===== src/rtl/flash_pkg.sv =====
// Shared types and constants for the QSPI flash arbiter and its per-requester contexts.
package flash_pkg;

  localparam int unsigned FLASH_ADDR_W     = 24;
  localparam int unsigned FLASH_WORD_BYTES = 4;

  typedef enum logic [1:0] {
    StIdle,
    StSeek,
    StStream
  } flash_state_e;

endpackage


===== src/rtl/flash_qspi_context.sv =====
// Per-requester stream context: resume address and outstanding seek request.
module flash_qspi_context
  import flash_pkg::*;
(
  input  logic                    clk_i,
  input  logic                    rst_i,
  input  logic                    capture_i,
  input  logic [FLASH_ADDR_W-1:0] addr_i,
  input  logic                    clear_i,
  input  logic                    advance_i,
  output logic [FLASH_ADDR_W-1:0] saved_addr_o,
  output logic                    seek_pending_o
);

  logic [FLASH_ADDR_W-1:0] saved_addr_q, saved_addr_d;
  logic                    seek_pending_q, seek_pending_d;

  // A fresh seek from the requester beats both the delivery advance and the seek completion.
  always_comb begin
    saved_addr_d   = saved_addr_q;
    seek_pending_d = seek_pending_q;
    if (capture_i) begin
      saved_addr_d   = addr_i;
      seek_pending_d = 1'b1;
    end else begin
      if (advance_i) saved_addr_d = saved_addr_q + FLASH_ADDR_W'(FLASH_WORD_BYTES);
      if (clear_i)   seek_pending_d = 1'b0;
    end
  end

  always_ff @(posedge clk_i or posedge rst_i) begin
    if (rst_i) begin
      saved_addr_q   <= '0;
      seek_pending_q <= 1'b0;
    end else begin
      saved_addr_q   <= saved_addr_d;
      seek_pending_q <= seek_pending_d;
    end
  end

  assign saved_addr_o   = saved_addr_q;
  assign seek_pending_o = seek_pending_q;

endmodule


===== src/rtl/flash_qspi_arbiter.sv =====
// Time-slices one QSPI flash between two page-buffer requesters, re-seeking on every regrant.
module flash_qspi_arbiter
  import flash_pkg::*;
#(
  parameter int unsigned SLICE_WORDS = 16
) (
  input  logic                    clk_i,
  input  logic                    rst_i,
  input  logic                    req0_enable_i,
  input  logic [FLASH_ADDR_W-1:0] req0_address_i,
  input  logic                    req0_change_address_i,
  input  logic                    req0_request_data_i,
  output logic [31:0]             req0_read_data_o,
  output logic                    req0_read_data_valid_o,
  output logic                    req0_initialised_o,
  output logic                    req0_busy_o,
  input  logic                    req1_enable_i,
  input  logic [FLASH_ADDR_W-1:0] req1_address_i,
  input  logic                    req1_change_address_i,
  input  logic                    req1_request_data_i,
  output logic [31:0]             req1_read_data_o,
  output logic                    req1_read_data_valid_o,
  output logic                    req1_initialised_o,
  output logic                    req1_busy_o,
  output logic                    qspi_enable_o,
  output logic [FLASH_ADDR_W-1:0] qspi_address_o,
  output logic                    qspi_change_address_o,
  output logic                    qspi_request_data_o,
  input  logic [31:0]             qspi_read_data_i,
  input  logic                    qspi_read_data_valid_i,
  input  logic                    qspi_initialised_i,
  input  logic                    qspi_busy_i
);

  localparam int unsigned    CntW    = $clog2(SLICE_WORDS) + 1;
  localparam logic [CntW-1:0] CntLast = CntW'(SLICE_WORDS - 1);

  flash_state_e    state_q;
  logic            owner_q, rr_last_q, dev_valid_q, dev_owner_q;
  logic [CntW-1:0] word_count_q;

  logic [1:0]              enable, request, change, active, seek_pending;
  logic [1:0]              owner_sel, clear, advance;
  logic [FLASH_ADDR_W-1:0] req_addr   [2];
  logic [FLASH_ADDR_W-1:0] saved_addr [2];
  logic                    seek_fire, stream_valid, owner_pend, pick;

  assign enable  = {req1_enable_i, req0_enable_i};
  assign request = {req1_request_data_i, req0_request_data_i};
  assign change  = {req1_change_address_i, req0_change_address_i};
  assign req_addr[0] = req0_address_i;
  assign req_addr[1] = req1_address_i;

  assign active       = enable & request & {2{qspi_initialised_i}};
  assign owner_sel    = owner_q ? 2'b10 : 2'b01;
  assign seek_fire    = (state_q == StSeek) && !qspi_busy_i;
  assign stream_valid = (state_q == StStream) && qspi_read_data_valid_i;
  assign owner_pend   = seek_pending[owner_q];
  // On a tie the requester not served last wins; otherwise the single active one.
  assign pick         = (active == 2'b11) ? ~rr_last_q : ~active[0];

  // A valid that coincides with an owner re-seek is routed but not counted: it is refetched.
  assign clear   = seek_fire ? owner_sel : 2'b00;
  assign advance = (stream_valid && !owner_pend) ? owner_sel : 2'b00;

  for (genvar i = 0; i < 2; i++) begin : g_ctx
    flash_qspi_context u_ctx (
      .clk_i          (clk_i),
      .rst_i          (rst_i),
      .capture_i      (change[i]),
      .addr_i         (req_addr[i]),
      .clear_i        (clear[i]),
      .advance_i      (advance[i]),
      .saved_addr_o   (saved_addr[i]),
      .seek_pending_o (seek_pending[i])
    );
  end

  always_ff @(posedge clk_i or posedge rst_i) begin
    if (rst_i) begin
      state_q      <= StIdle;
      owner_q      <= 1'b0;
      rr_last_q    <= 1'b1;
      dev_valid_q  <= 1'b0;
      dev_owner_q  <= 1'b0;
      word_count_q <= '0;
    end else begin
      unique case (state_q)
        StIdle: begin
          if (|active) begin
            owner_q      <= pick;
            rr_last_q    <= pick;
            word_count_q <= '0;
            if (seek_pending[pick] || !dev_valid_q || (dev_owner_q != pick)) state_q <= StSeek;
            else                                                              state_q <= StStream;
          end
        end
        StSeek: begin
          if (!qspi_busy_i) begin
            dev_valid_q  <= 1'b1;
            dev_owner_q  <= owner_q;
            word_count_q <= '0;
            state_q      <= StStream;
          end
        end
        StStream: begin
          if (stream_valid && !owner_pend && (word_count_q != CntLast)) begin
            word_count_q <= word_count_q + 1'b1;
          end
          if (owner_pend) begin
            state_q <= StSeek;
          end else if (!active[owner_q]) begin
            state_q <= StIdle;
          end else if (stream_valid && (word_count_q == CntLast) && active[~owner_q]) begin
            state_q <= StIdle;
          end
        end
        default: state_q <= StIdle;
      endcase
    end
  end

  assign qspi_enable_o         = |enable;
  assign qspi_change_address_o = seek_fire;
  assign qspi_address_o        = (state_q == StSeek) ? saved_addr[owner_q] : '0;
  assign qspi_request_data_o   = (state_q == StStream) && active[owner_q];

  assign req0_read_data_o       = qspi_read_data_i;
  assign req1_read_data_o       = qspi_read_data_i;
  assign req0_initialised_o     = qspi_initialised_i;
  assign req1_initialised_o     = qspi_initialised_i;
  assign req0_read_data_valid_o = stream_valid && owner_sel[0];
  assign req1_read_data_valid_o = stream_valid && owner_sel[1];
  assign req0_busy_o = seek_pending[0] || (owner_sel[0] && (state_q != StIdle) && qspi_busy_i);
  assign req1_busy_o = seek_pending[1] || (owner_sel[1] && (state_q != StIdle) && qspi_busy_i);

endmodule


===== config.mk =====
export PLATFORM = sky130hd
export DESIGN_NAME = flash_qspi_arbiter
export DESIGN_NICKNAME = d
export VERILOG_FILES = /design/src/rtl/flash_pkg.sv /design/src/rtl/flash_qspi_context.sv /design/src/rtl/flash_qspi_arbiter.sv
export SDC_FILE = /design/constraint.sdc
export NUM_CORES = 1
export LEC_CHECK = 0
export BUFFER_PORTS_ARGS = -buffer_cell sky130_fd_sc_hd__clkbuf_2
export CORE_UTILIZATION = 40
export DETAILED_ROUTE_END_ITERATION = 12
export PLACE_DENSITY = 0.75
export SLEW_MARGIN = 10
export SYNTH_ARGS = -nofsm -noshare
export SYNTH_HDL_FRONTEND = slang
export SYNTH_SLANG_ARGS = --single-unit

===== constraint.sdc =====
create_clock -name clk_i -period 2.4 [get_ports clk_i]
set_clock_uncertainty 0.1 [all_clocks]
set_input_delay 0.24 -clock clk_i [delete_from_list [all_inputs] [get_ports clk_i]]
set_output_delay 0.24 -clock clk_i [all_outputs]
set_load 0.005 [all_outputs]

==> results.yml, run 1 <==
outcome:
  outcome: "finished clean"
worst_hold_path:
  hold_path_class: "in2reg"
detailed_routing:
  post_drt_wl_per_cell_um: 16.2
  drt_first_iter_violations: 229
  dr.pass1.iters: 5
  antenna_left: 0
  drc_errors: 0
  vias: 3887
  drt_wl_total_um: 11200
  vias_per_cell: 5.63
cts:
  clkSlewWorstSetupHoldPaths_ps: 70
  tritoncts: "done"
  clk_path_buf_depth: 2
  clk_latency_ps: 340
  cts_setup_buffers: 0
  clockRootBuffer: "clkbuf_8"
  clock_sinks: 61
  htree_levels: 3
  cts_buffers: 9
yosys:
  synth_mux_area_frac: 0.0740
  synth_area_sq_mm: 0.00440
  async_flop_share: 1.00
  synth_warnings: 0
  synth-simple-area-share: 0.254
  synth-compound-area-share: 0.124
  synth-seq-cells: 61
  synthAdderAreaFrac: 0.0114
  synth_cells: 517
  synth-edff-count: 0
  synth_top_family_by_area: "simple AND/OR/NAND/NOR gates"
  synth.distinct_cells: 53
  synth_ff_type: "dfrtp_1"
  synth_area_per_cell_sq_um: 8.50
  synthXorXnorAreaFrac: 0.0339
  yosysSeqAreaShare: 0.347
  syn_nets: 612
cells_and_area:
  final_common_cell: "clkbuf_2"
  drive_above_1_share: 0.242
  antenna_cells: 0
  syn_to_final_growth_pct: 10.1
  post-route-util: 0.461
  num-fill-cells: 1021
  final_cell_mix: "clkbuf_2 (91), dfrtp_1 (60), nor2_1 (51)"
  fin_nets: 644
flow_run:
  maxCapViolCount: 0
global_route:
  grt_antenna_before_repair: 0
  track_usage: 0.202
  overflow: 0
  grt_pass1_vias: 3781
  grt_max_degree: 34
  grt_pass1_wl_um: 18000
placement:
  place_congestion: 0.902
  portBuffers: 91
  place_hpwl_um: 8480
timing:
  slew_violations: 0
  final.min_clock_period_ps: 2270
  max_freq_mhz: 441
  rsz0062_at_grt: "false"
  finalCritPeriodShare: 0.945
  relSlewSlack: 0.495
  final.setup.tns_ps: 0
  tightest_slew_ps: 757
  finalHoldViolCount: 0
  setup_viol: 0
die:
  rows: 37
  die_area_sq_mm: 0.0114
  pin_count: 188
  coreArea_sq_mm: 0.0105
  die_w_um: 107
  die_height_um: 107
  start_util: 0.418
worst_setup_path:
  path_common_cell: "or4_1"
  endpoint_kind: "flip-flop"
  start_kind: "flip-flop"
  cp.required_ps: 2550
  cp_slowest_stage_delay_ps: 560
  crit_path_max_fanout: 8
  cp_slowest_cell: "or4_1"
  cp_top_family: "simple AND/OR/NAND/NOR gates"
  critPathKind: "reg2reg"
  cp.buffers_inverters: 1
  arrival_ps: 2420
  worstPathCellList: "buf_4 -> nand2b_1 -> or4_1 -> or4_1 -> a31oi_1"
power:
  p_leak_uw: 0.00223
  powerDensity_mw_per_mm2: 687
  ir_drop_mv: 0.328
cell usage after synthesis (all sizes together) (4+ instances only):
library cell,instances,share of area
o211ai,6,0.010
or3,6,0.0085
o21ai,28,0.032
nor3,5,0.0057
nand4b,4,0.0080
nand4,14,0.020
mux2,4,0.010
or4,21,0.036
nor4,6,0.0085
a31oi,17,0.024
a22o,4,0.0080
o31ai,13,0.022
nand2,48,0.041
mux2i,28,0.064
or2,5,0.0071
xnor2,16,0.032
and3,6,0.0085
inv,17,0.015
nand3,22,0.025
clkbuf,21,0.018
nor2,51,0.044
buf,72,0.12
dfrtp,60,0.34
ha,4,0.011
worst reg2reg max path, stage by stage (launching register included):
cell	delay, ps
dfrtp_1	450
buf_4	190
nand2b_1	180
or4_1	560
or4_1	480
a31oi_1	220
per-stage QoR:
| step | setup WS, ps | instances | hold slack [ps] | total power [uW] | cell area (sq um) |
|---|---|---|---|---|---|
| 3_5_place_dp | 68.4 | 666 | 244 | 2280 | 4530 |
| 6_report | 131 | 690 | 10.5 | 3330 | 4840 |
| 5_1_grt | 15.7 | 690 | 13.6 | 3500 | 4840 |
| 2_1_floorplan | 250 | 517 | 260 | 1980 | 4400 |
| 4_1_cts | 46.2 | 688 | 0.434 | 3330 | 4820 |
| 3_3_place_gp | 155 | 666 | 255 | 2260 | 4530 |
per-layer routing:
metal / track usage / up-vias / wire length, um
li1: - / 1848 / -
met1: 0.266 / 1857 / 5060
met2: 0.315 / 143 / 5140
met3: 0.0450 / 39 / 648
met4: 0.0949 / 0 / 323
met5: 0 / - / 0
state kept, by name (all words and copies together), names as in the netlist:
name                        cells
word_count_q                    5
g_ctx.u_ctx.seek_pending_o      2
rr_last_q                       1
owner_q                         1
dev_owner_q                     1
dev_valid_q                     1
g_ctx.u_ctx.saved_addr_o       48
state_q                         2
kinds of logic (layout without fill, tap and decap cells):
family | count (synthesis) | in the layout
simple gates | 209 | 209
buf+inv | 111 | 148
compound gates | 83 | 83
flops | 61 | 61
mux | 32 | 32
xor+xnor | 17 | 17
fa+ha+maj | 4 | 4
path summary, 6_finish.rpt:
path                                          startpoint  depth (start not counted)                         endpoint  slack (ps)
setup reg to reg           g_ctx[0].u_ctx.seek_pending_o                          5  g_ctx[0].u_ctx.saved_addr_o[12]         130
hold reg to reg                              dev_valid_q                          1                      dev_valid_q         390
setup / recovery           g_ctx[0].u_ctx.seek_pending_o                          5  g_ctx[0].u_ctx.saved_addr_o[12]         130
min in group asynchronous                          rst_i                          3  g_ctx[0].u_ctx.saved_addr_o[21]         420
max in group asynchronous                          rst_i                          4  g_ctx[0].u_ctx.saved_addr_o[12]        1190
hold / removal                        req0_address_i[11]                          3  g_ctx[0].u_ctx.saved_addr_o[11]          10
final cells by class:
| type | count | area [sq um] | share of cell area |
|---|---|---|---|
| Clock buffer | 12 | 155 | 0.0321 |
| Clock inverter | 4 | 70.1 | 0.0145 |
| Inverter | 18 | 67.6 | 0.0140 |
| Multi-Input combinational cell | 345 | 2190 | 0.452 |
| Sequential cell | 61 | 1530 | 0.316 |
| Tap cell | 136 | 170 | 0.0352 |
| Timing Repair Buffer | 114 | 661 | 0.137 |
timing repair:
action,4_1_cts,5_1_grt
endpoints found under the setup margin,0,5
gates resized for setup,0,1
hold buffers,6,2
hold endpoints to repair,32,2
where the power goes:
part	internal, uW	switching [uW]	leakage [uW]	total [uW]
sequential	1150	160	0.000719	1310
clock	638	401	0.000116	1040
combinational	447	532	0.00140	979
(Power assumes the default switching activity.)
==> inputs of run 2 (changes only) <==
HOLD_SLACK_MARGIN = 0.15   (was default)
==> results.yml, run 2 (synthesis results as in run 1) <==
die:
  die_w_um: 107
  start_util: 0.418
  pin_count: 188
  die_height_um: 107
  rows: 37
  die_area_sq_mm: 0.0114
  coreArea_sq_mm: 0.0105
timing:
  tightest_slew_ps: 752
  max_freq_mhz: 441
  final.min_clock_period_ps: 2270
  worst_slack_ps: 135
  relSlewSlack: 0.498
  finalHoldViolCount: 0
  slew_violations: 0
  rsz0062_at_grt: "false"
  final.setup.tns_ps: 0
  setup_viol: 0
  finalCritPeriodShare: 0.944
worst_hold_path:
  min_path_cells: 3
  hold_path_class: "in2reg"
  hp-start: "req1_change_address_i"
  whs_endpoint: "g_ctx[1].u_ctx.saved_addr_o[4]"
detailed_routing:
  highest_layer: "met4"
  post_drt_wl_per_cell_um: 16.1
  drc_errors: 0
  drt_wl_total_um: 11800
  wl_met2_um: 5560
  met3RoutedLength_um: 737
  antenna_left: 0
  wl_met1_um: 5090
  vias_per_cell: 5.63
  vias: 4141
  drt_first_iter_violations: 386
  dr.pass1.iters: 6
worst_setup_path:
  worstPathCellList: "buf_4 -> nand2b_1 -> or4_1 -> or4_1 -> a31oi_1"
  worstReg2RegEnd: "g_ctx[0].u_ctx.saved_addr_o[12]"
  worstReg2RegStart: "g_ctx[0].u_ctx.seek_pending_o"
  cp_top_family: "simple AND/OR/NAND/NOR gates"
  cp_slowest_cell: "or4_1"
  cp.required_ps: 2560
  critPathKind: "reg2reg"
  path_common_cell: "or4_1"
  crit_path_max_fanout: 8
  cp_slowest_stage_delay_ps: 570
  endpoint_kind: "flip-flop"
  start_kind: "flip-flop"
  ff2ff_setup_slack_ps: 130
  cp.buffers_inverters: 1
  r2r_cells: 5
  arrival_ps: 2420
global_route:
  overflow: 0
  track_usage: 0.213
  grt_antenna_before_repair: 0
  grt_pass1_vias: 3986
  grt_max_degree: 34
  grt_pass1_wl_um: 18900
cells_and_area:
  final_cell_mix: "clkbuf_2 (91), dfrtp_1 (60), dlygate4sd3_1 (53)"
  syn_to_final_growth_pct: 20.3
  num-fill-cells: 971
  multiInputGateArea_sq_mm: 0.00219
  antenna_cells: 0
  drive_above_1_share: 0.224
  ff_latch_area_sq_mm: 0.00153
  largest_reg_flops: 48
  final_common_cell: "clkbuf_2"
  fin_nets: 689
cts:
  clock_sinks: 61
  clk_latency_ps: 340
  tritoncts: "done"
  clk_path_buf_depth: 2
  clkSlewWorstSetupHoldPaths_ps: 70
  clockRootBuffer: "clkbuf_8"
  htree_levels: 3
  cts_buffers: 9
placement:
  place_hpwl_um: 8480
  place_ws_ps: 68.4
  place_congestion: 0.902
  portBuffers: 91
power:
  ir_drop_mv: 0.330
  powerDensity_mw_per_mm2: 642
  p_leak_uw: 0.00242
flow_run:
  maxCapViolCount: 0
outcome:
  outcome: "finished clean"
==> run 2: cell count changes in the layout (fill, tap and decap cells not counted), sizes merged <==
cell | previous run | this run
dlygate4sd3 | 8 | 53
==> run 2: tightest hold or removal path: cells and delay by family <==
| kind | cells | cell delay (ps) |
|---|---|---|
| buf+inv | 1 | 240 |
| compound gates | 1 | 60 |
| simple gates | 1 | 110 |
==> run 2: area by class of cell <==
| class | instances | share of cell area |
|---|---|---|
| multi-input cells | 345 | 0.414 |
| flip-flops and latches | 61 | 0.289 |
| repair buffers | 159 | 0.210 |
| well taps | 136 | 0.0322 |
| clock buffers | 12 | 0.0293 |
| clock inverters | 4 | 0.0132 |
| inverters | 18 | 0.0128 |
==> run 2: worst max path at each step <==
stage | slack [ps] | cells past startpoint | end | start
after CTS | 50 | 4 | g_ctx[0].u_ctx.saved_addr_o[23] | g_ctx[0].u_ctx.saved_addr_o[12]
after global routing | 20 | 5 | g_ctx[0].u_ctx.saved_addr_o[12] | g_ctx[0].u_ctx.saved_addr_o[3]
final | 130 | 5 | g_ctx[0].u_ctx.saved_addr_o[12] | g_ctx[0].u_ctx.seek_pending_o
after floorplan | 250 | 7 | g_ctx[0].u_ctx.saved_addr_o[12] | owner_q
after detailed placement | 70 | 4 | g_ctx[0].u_ctx.saved_addr_o[23] | g_ctx[0].u_ctx.saved_addr_o[12]
after global placement | 160 | 4 | g_ctx[0].u_ctx.saved_addr_o[21] | g_ctx[0].u_ctx.saved_addr_o[12]
==> run 2: metal layers <==
layer  vias up  global-route usage
met5         -                   0
met1      1972               0.270
met3        44              0.0377
met4         0               0.121
li1       1941                   -
met2       184               0.341
==> run 2: per-stage QoR <==
step           hold WS [ps]  cell area, sq um  total power (uW)  instances   util
2_1_floorplan           260              4400              1980        517      -
3_3_place_gp            255              4530              2260        666  0.431
3_5_place_dp            244              4530              2280        666  0.431
4_1_cts                 239              5290              3400        735  0.503
5_1_grt                 292              5290              3570        735  0.503
6_report                260              5290              3390        735  0.503
==> run 2: repair_timing <==
| item | CTS | global route |
|---|---|---|
| buffers inserted | 0 | 0 |
| resized for setup | 0 | 1 |
| endpoints found under the setup margin | 0 | 5 |
| hold buffers | 53 | 0 |
| hold endpoints to repair | 78 | 0 |
==> run 2: power by group <==
part | total (uW) | switching [uW] | leakage, uW | internal [uW]
Sequential | 1310 | 160 | 0.000719 | 1150
Combinational | 1050 | 552 | 0.00158 | 496
Clock | 1040 | 401 | 0.000116 | 638
Total | 3390 | 1110 | 0.00242 | 2280
